$ cat config.mk
export PLATFORM = sky130hd
export DESIGN_NAME = timer_sched_ctrl
export DESIGN_NICKNAME = d
export VERILOG_FILES = /design/src/rtl/timer_sched_ctrl.sv
export SDC_FILE = /design/constraint.sdc
export NUM_CORES = 1
export LEC_CHECK = 0
export BUFFER_PORTS_ARGS = -buffer_cell sky130_fd_sc_hd__clkbuf_2
export CAP_MARGIN = 20
export CORE_UTILIZATION = 45
export CTS_BUF_LIST = sky130_fd_sc_hd__clkbuf_8
export DETAILED_ROUTE_END_ITERATION = 6
export PLACE_DENSITY_LB_ADDON = 0.12
export SYNTH_ARGS = -nofsm -noshare
export SYNTH_HDL_FRONTEND = slang
export SYNTH_SLANG_ARGS = --single-unit
export TNS_END_PERCENT = 30
$ cat constraint.sdc
create_clock -name clk -period 11.2 [get_ports clk]
set_input_delay 2.24 -clock clk [delete_from_list [all_inputs] [get_ports clk]]
set_output_delay 2.24 -clock clk [all_outputs]
set_load 0.01 [all_outputs]
$ cat src/rtl/timer_sched_ctrl.sv
// Shared prescaled free-running counter with NUM_CH one-shot/periodic compare channels.
// Define TIMER_SCHED_CAPTURE_EN to add the cap_in capture channel on PEND/IEN bit NUM_CH.
module timer_sched_ctrl #(
    parameter int NUM_CH  = 4,
    parameter int CNT_W   = 32,
    parameter int PRESC_W = 8
) (
    input  logic             clk,
    input  logic             rst,
    input  logic             req,
    input  logic             we,
    input  logic [3:0]       addr,
    input  logic [CNT_W-1:0] wdata,
    output logic [CNT_W-1:0] rdata,
    output logic             ack,
    output logic             irq
`ifdef TIMER_SCHED_CAPTURE_EN
    ,
    input  logic             cap_in
`endif
);

`ifdef TIMER_SCHED_CAPTURE_EN
    localparam int PW = NUM_CH + 1;
`else
    localparam int PW = NUM_CH;
`endif
    localparam logic [CNT_W-1:0]   CNT_ONE   = 1;
    localparam logic [PRESC_W-1:0] PRESC_ONE = 1;

    logic               r_en;
    logic [PRESC_W-1:0] r_presc;
    logic [PRESC_W-1:0] r_presc_cnt;
    logic [CNT_W-1:0]   r_count;
    logic [PW-1:0]      r_pend;
    logic [PW-1:0]      r_ien;
    logic [NUM_CH-1:0]  r_mode;
    logic [NUM_CH-1:0]  r_arm;
    logic [CNT_W-1:0]   r_cmp    [NUM_CH];
    logic [CNT_W-1:0]   r_period [NUM_CH];
    logic [CNT_W-1:0]   r_rdata;
    logic               r_ack;

    logic               w_wr;
    logic               w_wr_cnt;
    logic               w_tick;
    logic [CNT_W-1:0]   w_cnt_inc;
    logic [NUM_CH-1:0]  w_hit;
    logic [PW-1:0]      w_set;
    logic [PW-1:0]      w_w1c;
    logic [1:0]         w_idx;
    logic               w_idx_ok;
    logic [CNT_W-1:0]   w_capture;
    logic [CNT_W-1:0]   w_rd;

    assign w_wr      = req & we;
    assign w_wr_cnt  = w_wr && (addr == 4'h1);
    assign w_tick    = r_en && (r_presc_cnt == r_presc);
    assign w_cnt_inc = r_count + CNT_ONE;
    assign w_w1c     = (w_wr && (addr == 4'h2)) ? wdata[PW-1:0] : '0;
    assign w_idx     = addr[1:0];
    assign w_idx_ok  = int'(w_idx) < NUM_CH;

    // A software COUNT write on a tick edge suppresses both the increment and any match.
    always_comb begin
        w_hit = '0;
        for (int i = 0; i < NUM_CH; i++) begin
            w_hit[i] = w_tick && !w_wr_cnt && r_arm[i] && (w_cnt_inc == r_cmp[i]);
        end
    end

`ifdef TIMER_SCHED_CAPTURE_EN
    logic [2:0]       r_cap_sync;
    logic [CNT_W-1:0] r_capture;
    logic             w_cap_rise;

    // Two synchroniser flops, the third only remembers the previous level for edge detection.
    assign w_cap_rise = r_cap_sync[1] & ~r_cap_sync[2];
    assign w_set      = {w_cap_rise, w_hit};
    assign w_capture  = r_capture;

    always_ff @(posedge clk or posedge rst) begin
        if (rst) begin
            r_cap_sync <= '0;
            r_capture  <= '0;
        end else begin
            r_cap_sync <= {r_cap_sync[1:0], cap_in};
            if (w_cap_rise) begin
                r_capture <= r_count;
            end
        end
    end
`else
    assign w_set     = w_hit;
    assign w_capture = '0;
`endif

    always_comb begin
        w_rd = '0;
        case (addr)
            4'h0:    w_rd = CNT_W'({r_presc, 7'd0, r_en});
            4'h1:    w_rd = r_count;
            4'h2:    w_rd = CNT_W'(r_pend);
            4'h3:    w_rd = CNT_W'(r_ien);
            4'h4:    w_rd = CNT_W'(r_mode);
            4'h5:    w_rd = CNT_W'(r_arm);
            4'h6:    w_rd = w_capture;
            default: begin
                if (addr[3] && w_idx_ok) begin
                    w_rd = addr[2] ? r_period[w_idx] : r_cmp[w_idx];
                end
            end
        endcase
    end

    always_ff @(posedge clk or posedge rst) begin
        if (rst) begin
            r_en        <= 1'b0;
            r_presc     <= '0;
            r_presc_cnt <= '0;
            r_count     <= '0;
            r_pend      <= '0;
            r_ien       <= '0;
            r_mode      <= '0;
            r_arm       <= '0;
            r_rdata     <= '0;
            r_ack       <= 1'b0;
            for (int i = 0; i < NUM_CH; i++) begin
                r_cmp[i]    <= '0;
                r_period[i] <= '0;
            end
        end else begin
            r_ack   <= req;
            r_rdata <= req ? w_rd : '0;

            if (r_en) begin
                r_presc_cnt <= w_tick ? '0 : r_presc_cnt + PRESC_ONE;
            end

            if (w_wr_cnt) begin
                r_count <= wdata;
            end else if (w_tick) begin
                r_count <= w_cnt_inc;
            end

            // Hardware set takes priority over a same-edge write-one-to-clear.
            r_pend <= (r_pend & ~w_w1c) | w_set;

            if (w_wr && (addr == 4'h0)) begin
                r_en    <= wdata[0];
                r_presc <= wdata[PRESC_W+7:8];
            end
            if (w_wr && (addr == 4'h3)) begin
                r_ien <= wdata[PW-1:0];
            end
            if (w_wr && (addr == 4'h4)) begin
                r_mode <= wdata[NUM_CH-1:0];
            end

            if (w_wr && (addr == 4'h5)) begin
                r_arm <= wdata[NUM_CH-1:0];
            end else begin
                r_arm <= r_arm & ~(w_hit & ~r_mode);
            end

            for (int i = 0; i < NUM_CH; i++) begin
                if (w_wr && (addr == 4'(8 + i))) begin
                    r_cmp[i] <= wdata;
                end else if (w_hit[i] && r_mode[i]) begin
                    r_cmp[i] <= r_cmp[i] + r_period[i];
                end
                if (w_wr && (addr == 4'(12 + i))) begin
                    r_period[i] <= wdata;
                end
            end
        end
    end

    assign rdata = r_rdata;
    assign ack   = r_ack;
    assign irq   = |(r_pend & r_ien);

endmodule

==> metrics, run 1 <==
outcome=finished clean; post-synthesis sequential area ratio=33.1%; post-synth top area share=33.1%; CP arrival=7.88 ns; CP max FO=67; Worst setup startpoint=addr[1]; skew final=0.0339 ns; routed wire length=98,300 um; WP buf/inv=4; DRT iter0 DRCs=2,232; max cap viols=0; IO Count=74; final count of pins violating max slew=0; aggregate global-route resource usage=32.8%; die area=0.0604 mm^2; Worst R2R End=r_cmp[60]; largest net degree at the start of global routing=68; Final Core Density=49.3%; Synth Cell Area=0.0268 mm^2; async set-or-reset flop fraction in the synthesized netlist=100%; Site Rows=89; Core ar.=0.0589 mm^2; Startpoint Class=primary input; clk root buf=clkbuf_8; crit path to=r_cmp[3]; Lkg Pwr=0.0125 uW; Sink Count=354; P&R area growth vs syn=8.52%; post-synthesis cell count=2,879; most frequent cell after synthesis=dfrtp_1; Hold WC Path Type=reg -> reg; Critical Path Max Stage Delay=0.63 ns; layout cells sized above 1=16.2%; PD cells=197 mW/mm^2; Tcrit/Tclk final=65.7%; first-pass GRT wire length=147,000 um; relative slew slack=26.1%; syn_area_per_cell=9.29 um^2; final hold vios=0; post-CTS resize count=0; DIE WIDTH=246 um; Final ANT Viol Nets=0; routed vias=23,100; Worst setup EP type=register; Max VDD drop=0.115 mV; predominant post-synthesis flop cell=dfrtp_1; vias in the first global route=22,200; syn nets=3,049; crit-path cells=buf_4, nand2b_1, nor3_2, buf_4, nand3_2, buf_4, nand2_1, a2111o_1, nor4_1, nand4b_1, or4_4, nor2_4, buf_4, mux2i_1, o21ai_1; Chip Height=246 um; RePlAce Congestion=1.01; CP Class=in -> reg; final setup vio count=0; fin nets=3,045; CP top delay family=simple AND/OR/NAND/NOR gates; hold_buf cts=0; Post-synth EDFFs=0; routed length per instance=26.6 um; initial antenna violation count=5; initial core utilization=45.4%; Final HPWL DP=72,600 um; top cells by area, synth=dfrtp_1 33%, mux2_2 6.5%, ha_1 5.9%; Filler Cell Count=5,514; synthesis-stage register bit count=354; DRC=0; clock network latency to the later pin of the worst-skew pair=0.67 ns; postcts setup bufs=0; Synthesis Warnings=0; Fin Setup TNS=0 ns; slowest CP cell=nor4_1; vias per cell=6.25; Worst-Margin Slew=1.11 ns; Synth area leader=dfrtp_1; clock-pin slew on the worst setup and hold paths=0.05 ns; worst r2r path cells=13; Max Root-Sink Buffers=3; Remaining Overflow, GRT=0; unrepaired setup endpoints after global routing=no; reg2reg start=r_count[2]; crit path time final=7.36 ns; Fmax=136 MHz; # port buffers=73; CTS tree=yes; total CTS buffers=70; Worst EP required=11.71 ns; H-tree Lvls=3; Cell variety after synth=83; worst reg-to-reg setup slack=5.11 ns; drt pass-1 iters=7; critical path depth in cells=15; cell mode on critical path=buf_4; Synth top cells by count=354 x dfrtp_1, 277 x nand2_1, 225 x a21oi_1; hold depth=2
[final cells by class]
class	instances	area [um^2]	share of cell area [%]
multi-input combinational	2288	17000	58.4
clock buffer	90	1240	4.27
timing repair buffer	111	673	2.32
clock inverter	28	124	0.427
antenna	4	10.0	0.0345
sequential	354	8860	30.5
tap	773	967	3.33
inverter	50	191	0.659
[routing by layer]
metal  wire [um]  part of all wire (%)  up-vias  track usage (%)
met5          41                 0.042        -                0
met4        2960                   3.0        6             10.7
met3        6660                   6.8      164             5.53
li1            -                     -    10500                -
met1       44900                    46    11600             46.9
met2       43800                    45      848             50.2
[per-stage QoR]
stage / hold slack, ns / area [um^2] / setup slack (ns) / std cells / power (uW)
after floorplan: 0.466 / 26800 / 4.22 / 2879 / 3650
after global placement: 0.508 / 27600 / 3.47 / 3574 / 4330
after detailed placement: 0.510 / 27600 / 3.26 / 3574 / 4370
after CTS: 0.526 / 29000 / 3.97 / 3692 / 5710
after global routing: 0.557 / 29000 / 3.57 / 3696 / 6060
final: 0.524 / 29000 / 3.84 / 3698 / 5730
[worst reg2reg max path: stages (launching register included)]
cell,delay [ns]
dfrtp_1,0.66
and3_1,0.57
nand3_2,0.34
nor4_1,0.81
xnor2_1,0.35
xor2_1,0.26
nand2_1,0.19
nor4_1,0.93
nand4bb_1,0.31
or2_2,0.67
buf_4,0.38
nor4b_1,0.36
a211oi_1,0.08
nor2_1,0.11
[cells by family (layout without fill, tap and decap cells)]
kind of cell / count (synthesis) / after routing / share of synthesized area, %
compound gates: 705 / 705 / 16.1
xor+xnor: 281 / 281 / 9.64
fa+ha+maj: 131 / 131 / 6.23
buf+inv: 237 / 279 / 3.78
flops: 354 / 354 / 33.1
mux: 314 / 314 / 15.5
other cells: 0 / 4 / 0
simple gates: 857 / 857 / 15.7
[state kept, by name, indices dropped and copies added (netlist names)]
| register | cells |
|---|---|
| r_arm | 4 |
| r_cmp | 128 |
| r_en | 1 |
| r_presc | 8 |
| r_ien | 4 |
| r_period | 128 |
| rdata | 32 |
| r_pend | 4 |
| ack | 1 |
| r_mode | 4 |
| r_presc_cnt | 8 |
| r_count | 32 |
[worst min path at each step]
stage	from	end	slack, ns
6_report	r_pend[0]	r_pend[0]	0.52
5_1_grt	r_period[35]	r_period[35]	0.56
4_1_cts	r_pend[0]	r_pend[0]	0.53
3_5_place_dp	r_pend[0]	r_pend[0]	0.51
3_3_place_gp	r_pend[0]	r_pend[0]	0.51
2_1_floorplan	r_pend[1]	r_pend[1]	0.47
[placed cells by master, fill, tap and decap left out, drive strengths merged, types with 20 or more instances in the layout]
master,count
dfrtp,354
nand2,277
a21oi,225
nor2,212
o21ai,203
clkbuf,161
mux2,155
xnor2,152
ha,126
xor2,121
mux2i,95
nand3,73
inv,72
mux4,64
a21o,55
a211oi,52
nor3,47
buf,40
nand4,35
nor4,35
nor2b,34
nand2b,32
and3,26
o211ai,20
[power by group]
part	leakage [uW]	total, uW	switching, uW	internal (uW)
sequential	0.00446	2010	482	1530
combinational	0.00723	2410	1370	1040
clock	0.000784	1310	596	715
(Power assumes the default switching activity.)
==> run 2: changes to the inputs <==
Settings changed: ABC_AREA set to 1.
Clock period 11.2 ns to 6.5 ns, I/O delays scaled along.
==> metrics, run 2 <==
CP arrival=5.05 ns (-2.83 ns); violated checks=DRC; cell mode on critical path=nand2_1; unrepaired setup endpoints after global routing=no; Synth Cell Area=0.0277 mm^2 (+3.5%); Fmax=225 MHz; clk root buf=clkbuf_8; first-pass GRT wire length=171,000 um (+16%); final non-filler cell total=5,094 (+38%); outcome=finished, violations left; Placed Area=0.0287 mm^2 (+4.0%); routed wire length=115,000 um (+17%); Hold WC Path Type=reg -> reg; post-synth top area share=32.0% (-1.1 points); final hold vios=0 (unchanged); final setup vio count=0 (unchanged); DRT iter0 DRCs=3,374 (+51%); predominant post-synthesis flop cell=dfrtp_1; max cap viols=0 (unchanged); synthesis-stage register bit count=354 (unchanged); postcts setup bufs=0 (unchanged); CP max FO=33 (-51%); Chip Height=250 um (+1.7%); Tcrit/Tclk final=68.4%; post-CTS resize count=0 (unchanged); post-synthesis cell count=4,222 (+47%); clock share of power=26.3% (+3.4 points); sequential share of power=33.8% (-1.3 points); top cells by area, synth=dfrtp_1 32%, nand2_1 19%, o21ai_0 7.1%; die area=0.0625 mm^2 (+3.4%); syn nets=4,392 (+44%); biggest regs=r_cmp: 128 flops, r_period: 128 flops; initial antenna violation count=2 (-3); Filler Cell Count=6,351 (+15%); total CTS buffers=71 (+1.4%); routed length per instance=22.5 um (-15%); DRC=7 (+7); Worst EP required=7.11 ns (-4.60 ns); combinational share of power=39.9% (-2.2 points); CP top delay family=simple AND/OR/NAND/NOR gates; Remaining Overflow, GRT=0 (unchanged); Synth top cells by count=1,402 x nand2_1, 457 x inv_1, 390 x o21ai_0; post-route cell area=0.0303 mm^2 (+4.3%); Critical Path Max Stage Delay=0.72 ns (+0.09 ns); fin nets=4,426 (+45%); Cell variety after synth=51 (-39%); sw frac=45.0% (+2.2 points); routed vias=29,300 (+27%); Site Rows=90 (+1.1%); Synth area leader=dfrtp_1; register area=0.00886 mm^2 (unchanged); relative slew slack=24.1% (-2.0 points); clock network latency to the later pin of the worst-skew pair=0.69 ns (+0.02 ns); aggregate global-route resource usage=36.4% (+3.5 points); Sink Count=354 (unchanged); WP buf/inv=1 (-3); design internal power=5290 uW (+61%); # port buffers=73 (unchanged); clock-pin slew on the worst setup and hold paths=0.06 ns (about the same); syn_area_per_cell=6.56 um^2 (-29%); Final ANT Viol Nets=0 (unchanged); P&R area growth vs syn=9.43%; post-synthesis sequential area ratio=32.0% (-1.1 points); vias in the first global route=26,700 (+20%); H-tree Lvls=3 (unchanged); Synthesis Warnings=0 (unchanged); initial core utilization=45.7% (+0.27 points); vias per cell=5.75 (-7.9%); layout cells sized above 1=6.89% (-9.3 points); most frequent cell after synthesis=nand2_1; crit path time final=4.45 ns; Max Root-Sink Buffers=3 (unchanged); PD cells=318 mW/mm^2 (+61%); largest net degree at the start of global routing=130 (+91%); IO Count=74 (unchanged); hold_buf cts=0 (unchanged); slowest CP cell=dfrtp_1; most common cell after layout, fill and taps aside=nand2_1; footprint of the multi-input gates=0.0165 mm^2 (-2.8%); # placed instances=4,963 (+39%); Fin Setup TNS=0 ns (unchanged); drt pass-1 iters=7 (unchanged); Core ar.=0.0606 mm^2 (+2.8%); most frequent cells in the layout=1,400 x nand2_1, 463 x inv_1, 390 x o21ai_0; Worst-Margin Slew=1.14 ns (+0.0317 ns); CTS tree=yes; Lkg Pwr=0.0153 uW (+23%); RePlAce Congestion=1.03 (+1.9%); skew final=0.0328 ns (-0.00108 ns); Final HPWL DP=87,900 um (+21%); async set-or-reset flop fraction in the synthesized netlist=100% (unchanged); Post-synth EDFFs=0 (unchanged); Max VDD drop=0.155 mV (+35%); net switching power figure=4330 uW (+77%); Worst setup EP type=register; final count of pins violating max slew=0 (unchanged); crit-path cells=ha_1, nand2_1, nor2_8, nand2_2, nor2_2, nand3_1, nand2_2, nand2_1, nand2_1, nand2_1, nor2_1, nand2_1, nor2_1, nand3_2, buf_4, nand2_2, nand2_1, nand2_1; CP Class=reg -> reg; Startpoint Class=register; DIE WIDTH=250 um (+1.7%)
[run 2: cell count changes after synthesis, sizes merged, moves of 45 or more]
cell,before,now
a21o,55,9
o21ai,203,395
mux4,64,0
o22ai,9,76
nand2,277,1414
mux2i,95,0
xnor2,152,21
xor2,121,65
nor2,212,307
a22oi,7,63
a211oi,52,7
inv,50,463
mux2,155,0
nand3,73,344
[run 2: power groups by stage]
stage / combinational [uW] / sequential (uW) / clock, uW
floorplan: 2710 / 3000 / 0
global placement: 3720 / 3270 / 0
detailed placement: 3710 / 3270 / 0
CTS: 3740 / 3240 / 2560
global route: 4270 / 3290 / 2650
finish: 3830 / 3250 / 2530
[run 2: logic make-up (layout without fill, tap and decap cells)]
| logic type | count (synthesis) | after routing | synth area share [%] |
|---|---|---|---|
| other | 0 | 2 | 0 |
| buffers and inverters | 610 | 698 | 8.56 |
| flip-flops | 354 | 354 | 32.0 |
| AND/OR/NAND/NOR | 2157 | 2157 | 32.2 |
| XOR/XNOR | 86 | 86 | 2.72 |
| AO/OA/AOI/OAI | 885 | 885 | 18.5 |
| adder cells (fa/ha/maj) | 130 | 130 | 5.98 |
[run 2: through the flow]
| step | hold slack (ns) | utilization, % | total power, uW | worst slack [ns] |
|---|---|---|---|---|
| after floorplan | 0.453 | - | 5710 | 0.458 |
| after CTS | 0.488 | 49.9 | 9540 | 2.23 |
| after global routing | 0.531 | 50.0 | 10200 | 1.81 |
| after global placement | 0.465 | 47.4 | 6990 | 1.62 |
| after detailed placement | 0.473 | 47.4 | 6980 | 1.53 |
| final | 0.490 | 50.0 | 9620 | 2.05 |
[run 2: final cells by class]
type | count | share of cell area [%]
well taps | 782 | 3.23
clock inverters | 42 | 1.15
inverters | 464 | 5.76
repair buffers | 107 | 2.26
multi-input cells | 3258 | 54.5
flip-flops and latches | 354 | 29.2
clock buffers | 85 | 3.86
diodes | 2 | 0.0165
[run 2: routing by layer]
metal	global-route usage, %	part of all wire [%]	vias up	routed length, um
li1	-	-	14100	-
met1	49.9	44	13700	49900
met2	56.5	44	1321	50600
met3	5.28	7.5	261	8560
met4	16.8	4.9	0	5590
met5	0	0	-	0
[run 2: worst register-to-register path, stage by stage (launching register included)]
cell	delay (ns)
dfrtp_1	0.72
ha_1	0.30
nand2_1	0.15
nor2_8	0.24
nand2_2	0.15
nor2_2	0.32
nand3_1	0.26
nand2_2	0.21
nand2_1	0.07
nand2_1	0.06
nand2_1	0.08
nor2_1	0.29
nand2_1	0.09
nor2_1	0.25
nand3_2	0.11
buf_4	0.27
nand2_2	0.60
nand2_1	0.13
nand2_1	0.09
[run 2: final timing paths]
| kind | start | end | slack [ns] | cells past startpoint |
|---|---|---|---|---|
| max | r_count[0] | r_cmp[123] | 2.05 | 18 |
| min | r_presc[4] | r_presc[4] | 0.49 | 2 |
| max reg2reg | r_count[0] | r_cmp[123] | 2.05 | 18 |
| min reg2reg | r_presc[4] | r_presc[4] | 0.49 | 2 |
| max in group asynchronous | rst | r_period[116] | 4.72 | 3 |
| min in group asynchronous | rst | r_cmp[6] | 0.61 | 2 |
